## src/rtl/music_player.sv

```systemverilog
// Score sequencer and square-wave tone generator driven by an external sheet ROM.
// Define MUSIC_PLAYER_LOOP_EN to repeat the score until stop instead of a single pass.
module music_player #(
  parameter int TICK_CYCLES = 6250000,
  parameter int SONG_LEN    = 49
) (
  input  logic        clk,
  input  logic        rst_n,
  input  logic        play,
  input  logic        stop,
  input  logic [19:0] note,
  input  logic [4:0]  duration,
  output logic [9:0]  number,
  output logic        speaker,
  output logic        playing,
  output logic        done
);
  localparam int TW = (TICK_CYCLES > 1) ? $clog2(TICK_CYCLES) : 1;
  localparam logic [TW-1:0] TICK_LAST = TW'(TICK_CYCLES - 1);
  localparam logic [9:0]    LAST_IDX  = 10'(SONG_LEN - 1);

  typedef enum logic [1:0] {IDLE, FETCH, SOUND} state_t;

  state_t        r_state, w_state_n;
  logic [9:0]    r_number, w_number_n;
  logic          r_speaker, w_speaker_n;
  logic          r_done, w_done_n;
  logic [19:0]   r_note_q, w_note_n;
  logic [19:0]   r_tone_cnt, w_tone_n;
  logic [TW-1:0] r_tick_cnt, w_tick_n;
  logic [4:0]    r_ticks_left, w_left_n;
  logic          w_advance;

  always_ff @(posedge clk or negedge rst_n) begin
    if (!rst_n) begin
      r_state      <= IDLE;
      r_number     <= '0;
      r_speaker    <= 1'b0;
      r_done       <= 1'b0;
      r_note_q     <= '0;
      r_tone_cnt   <= '0;
      r_tick_cnt   <= '0;
      r_ticks_left <= '0;
    end else begin
      r_state      <= w_state_n;
      r_number     <= w_number_n;
      r_speaker    <= w_speaker_n;
      r_done       <= w_done_n;
      r_note_q     <= w_note_n;
      r_tone_cnt   <= w_tone_n;
      r_tick_cnt   <= w_tick_n;
      r_ticks_left <= w_left_n;
    end
  end

  always_comb begin
    w_state_n   = r_state;
    w_number_n  = r_number;
    w_speaker_n = r_speaker;
    w_done_n    = 1'b0;
    w_note_n    = r_note_q;
    w_tone_n    = r_tone_cnt;
    w_tick_n    = r_tick_cnt;
    w_left_n    = r_ticks_left;
    w_advance   = 1'b0;
    case (r_state)
      IDLE: begin
        w_number_n  = '0;
        w_speaker_n = 1'b0;
        if (play) w_state_n = FETCH;
      end
      FETCH: begin
        w_note_n    = note;
        w_tone_n    = '0;
        w_tick_n    = '0;
        w_left_n    = duration;
        w_speaker_n = 1'b0;
        if (duration == 5'd0) w_advance = 1'b1;
        else                  w_state_n = SOUND;
      end
      SOUND: begin
        // Half-period counter; notes of 0 or 1 are rests.
        if (r_note_q > 20'd1) begin
          if (r_tone_cnt == r_note_q - 20'd1) begin
            w_tone_n    = '0;
            w_speaker_n = ~r_speaker;
          end else begin
            w_tone_n = r_tone_cnt + 20'd1;
          end
        end else begin
          w_speaker_n = 1'b0;
        end
        if (r_tick_cnt == TICK_LAST) begin
          w_tick_n = '0;
          w_left_n = r_ticks_left - 5'd1;
          if (r_ticks_left == 5'd1) w_advance = 1'b1;
        end else begin
          w_tick_n = r_tick_cnt + TW'(1);
        end
      end
      default: w_state_n = IDLE;
    endcase
    // Entry end: the next FETCH always starts with a silent speaker.
    if (w_advance) begin
      w_speaker_n = 1'b0;
      if (r_number < LAST_IDX) begin
        w_number_n = r_number + 10'd1;
        w_state_n  = FETCH;
      end else begin
        w_number_n = '0;
        w_done_n   = 1'b1;
`ifdef MUSIC_PLAYER_LOOP_EN
        w_state_n  = FETCH;
`else
        w_state_n  = IDLE;
`endif
      end
    end
    if (stop) begin
      w_state_n   = IDLE;
      w_number_n  = '0;
      w_speaker_n = 1'b0;
      w_done_n    = 1'b0;
    end
  end

  assign number  = r_number;
  assign speaker = r_speaker;
  assign done    = r_done;
  assign playing = (r_state != IDLE);
endmodule
```

## config.mk

```make
export PLATFORM = sky130hd
export DESIGN_NAME = music_player
export DESIGN_NICKNAME = d
export VERILOG_FILES = /design/src/rtl/music_player.sv
export SDC_FILE = /design/constraint.sdc
export NUM_CORES = 1
export LEC_CHECK = 0
export ABC_AREA = 0
export CAP_MARGIN = 10
export CORE_AREA = 2 2 99 101
export CTS_CLUSTER_SIZE = 20
export DETAILED_ROUTE_END_ITERATION = 10
export DIE_AREA = 0 0 101 103
export PLACE_DENSITY = 0.82
export REMOVE_ABC_BUFFERS = 1
export SYNTH_ARGS = -nofsm -noshare
export SYNTH_HDL_FRONTEND = slang
export SYNTH_SLANG_ARGS = --single-unit
```

## constraint.sdc

```tcl
create_clock -name clk -period 3.05 [get_ports clk]
set_clock_uncertainty 0.15 [all_clocks]
set_input_delay 0.61 -clock clk [delete_from_list [all_inputs] [get_ports clk]]
set_output_delay 0.61 -clock clk [all_outputs]
set_load 0.01 [all_outputs]
```

==> flow_summary_export.csv <==
group,metric,value,unit
clock_tree,h-tree-depth,3,
layout,n_antenna_cell,0,
logic_synthesis,ys_types,53,
placed_design,port_buffers,41,
timing,final-setup-viol-count,0,
global_route,grt_pass1_vias,3948,
run_status,outcome,"finished, final reports clean",
timing,hold_viol,0,
layout,multiInputGateArea,2590,um2
worst_setup_path,crit_path_end_kind,"flop",
logic_synthesis,ys_seq_area_share,43.5,%
detailed_routing,drtAntennaViolNets,0,
placed_design,dp.final_hpwl,7460,um
worst_setup_path,worstPathMaxFanout,7,
floorplanning,initial_core_util,49.8,%
timing,worst_slack,36.6,ps
logic_synthesis,synth_edf_count,0,
timing,setup_tns,0,ps
detailed_routing,wl_per_cell,15.8,um
logic_synthesis,synth_warnings,0,
clock_tree,clkSinkCount,82,
layout,area_delta_synth_final,19.8,%
clock_tree,cts.reportedPaths.clkPinSlew,90,ps
clock_tree,clk-insertion-delay-late,350,ps
placed_design,dpl_worst_slack,-92.8,ps
worst_setup_path,critPathArrivalTime,3110,ps
logic_synthesis,postSynthAreaPerCell,9.45,um2
layout,regArea,2050,um2
detailed_routing,first_iter_violations,124,
detailed_routing,routed_wl,10600,um
placed_design,gp_congestion,0.895,
detailed_routing,drc,0,
floorplanning,fp.coreArea,9460,um2
power_and_ir_drop,leakagePower,0.00232,uW
layout,final_common_cell,"dfrtp_1",
floorplanning,rows,36,
floorplanning,die_x,101,um
global_route,grt_max_degree,53,
clock_tree,root_buffer,"clkbuf_8",
power_and_ir_drop,vdd_drop_max,0.374,mV
global_route,grt.overflow.total,0,
floorplanning,ios,42,
timing,maxSlewViolCount,0,
hold_path,worst_hold_path_type,"primary input to asynchronous set/reset pin",
worst_setup_path,crit_family,"simple AND/OR/NAND/NOR gates",
logic_synthesis,syn_area,4710,um2
logic_synthesis,ys_async_sr_fraction,100,%
floorplanning,die-area,10400,um2
timing,fin_crit_sh,98.8,%
clock_tree,cts_buffer_depth,2,
power_and_ir_drop,powerDensity,716,nW/um2
worst_setup_path,worstSetupPathType,"flop to flop",
run,cap_violations,0,
logic_synthesis,ys_seq_elements,82,
layout,nFillCells,789,
detailed_routing,dr.pass1.iters,7,
worst_setup_path,crit_path_cell_trace,"or3_4, or4_1, a2111o_1, a221oi_2, nand4_1, nor4_4, buf_6, a21o_4, nor2_1",
global_route,antenna_found_initial,0,
logic_synthesis,synthFlopType,"dfrtp_1",
clock_tree,cts_tree,"done",
detailed_routing,vias,3890,
detailed_routing,vias_per_cell,5.76,
clock_tree,cts_buffers,9,
timing,clock.fmax,0.332,GHz
timing,worstMarginPinSlew,681,ps
worst_setup_path,cp_slowest_cell,"or4_1",
worst_setup_path,critPathRequiredTime,3150,ps
floorplanning,die_h,103,um
worst_setup_path,cp-start-kind,"flop",
timing,maxSlewHeadroom,54.6,%
worst_setup_path,crit_buf_inv,1,
logic_synthesis,syn-instance-count,499,
worst_setup_path,slowest_delay,510,ps
worst_setup_path,regToRegSetupSlack,40,ps
global_route,track_usage,21.4,%
global_route,grt_pass1_wl,17800,um
layout,drive_above_1_share,14.4,%
timing,rsz0062_at_grt,"yes",
layout,final_cell_mix,"dfrtp_1, nand2_1, nor2_1",
clock_tree,post-cts-setup-buffers,0,
clock_tree,cts_hold_buf,0,
timing,finalCriticalPeriod,3010,ps
layout,fin_nets,597,
-- routing by layer --
layer | up-vias | track usage [%] | part of all wire (%)
met5 | - | 0 | 0
met4 | 0 | 7.07 | 1.6
met3 | 18 | 4.34 | 3.9
met2 | 102 | 38.5 | 53
met1 | 1900 | 25.6 | 42
li1 | 1870 | - | -
-- worst register-to-register path, delay by kind of cell (launching register included) --
kind | cells | cell delay (ps)
DFF | 1 | 400
buffers and inverters | 1 | 170
AOI/OAI and AO/OA | 3 | 860
and+or+nand+nor | 5 | 1320
-- where the power goes --
part	total, uW	switching, uW	internal, uW
Clock	812	428	384
Combinational	1710	934	776
Sequential	1520	234	1290
-- cell type report --
type	count	share of cell area [%]
multi-input cells	383	45.9
repair buffers	65	10.7
clock buffers	9	2.19
well taps	114	2.53
flip-flops and latches	82	36.3
clock inverters	7	1.37
inverters	15	0.997
-- sequential cells by signal, indices dropped and copies added (netlist names) --
| signal | count |
|---|---|
| speaker | 1 |
| r_ticks_left | 5 |
| r_tick_cnt | 23 |
| r_note_q | 20 |
| number | 10 |
| r_state | 2 |
| done | 1 |
| r_tone_cnt | 20 |
-- what timing repair did --
| action | CTS | global route |
|---|---|---|
| cloned | 1 | 0 |
| resized for setup | 3 | 19 |
| pin swaps | 4 | 9 |
| endpoints found under the setup margin | 21 | 21 |
-- cell usage after synthesis, types with 3 or more instances --
library cell | instances | area [um2]
nor3_1 | 15 | 75.1
mux2_2 | 19 | 214
nor3b_1 | 3 | 22.5
buf_1 | 5 | 18.8
clkbuf_1 | 12 | 45.0
and3_1 | 10 | 62.6
o31ai_1 | 6 | 45.0
dfrtp_1 | 82 | 2050
ha_1 | 12 | 150
nor2b_1 | 4 | 25.0
nand3_1 | 23 | 115
xnor2_1 | 33 | 289
xor2_1 | 29 | 254
or4_1 | 7 | 52.6
inv_1 | 15 | 56.3
a21oi_1 | 12 | 60.1
nand2_1 | 45 | 169
o21ai_0 | 28 | 140
and2_1 | 6 | 37.5
a21o_1 | 3 | 22.5
nor4_1 | 9 | 56.3
or3_1 | 3 | 18.8
nand4_1 | 18 | 113
nor2_1 | 49 | 184
mux2i_1 | 4 | 40.0
o22ai_1 | 3 | 18.8
nand2b_1 | 8 | 50.1
-- kinds of logic after synthesis --
group / count (synthesis) / share of synthesized area (%)
xor gates and xnor gates: 62 / 11.5
adders and majority gates: 12 / 3.18
AOI/OAI and AO/OA: 72 / 9.93
buffers and inverters: 35 / 3.13
muxes: 23 / 5.39
DFF: 82 / 43.5
and+or+nand+nor: 213 / 23.3
-- path summary, 6_finish.rpt --
kind	start	cells after the start	endpoint
max in group asynchronous	rst_n	2	r_tick_cnt[3]$_DFFE_PN0P_
min in group clk	r_tick_cnt[12]$_DFFE_PN0P_	1	r_tick_cnt[12]$_DFFE_PN0P_
min reg2reg	r_tick_cnt[12]$_DFFE_PN0P_	1	r_tick_cnt[12]$_DFFE_PN0P_
min	rst_n	1	r_note_q[13]$_DFFE_PN0P_
max reg2reg	r_note_q[10]$_DFFE_PN0P_	9	r_tone_cnt[11]$_DFFE_PN0P_
max	r_note_q[10]$_DFFE_PN0P_	9	r_tone_cnt[11]$_DFFE_PN0P_
-- through the flow --
stage	cells	utilization, %	power [uW]	cell area [um2]	hold WS, ps
6_report	675	59.7	4050	5650	133
5_1_grt	675	59.7	4330	5650	172
4_1_cts	675	59.2	4010	5600	150
3_5_place_dp	658	56.7	3170	5370	318
3_3_place_gp	658	56.7	3080	5370	315
2_1_floorplan	479	-	2600	4620	164
Power figures use the tool's default switching activity.
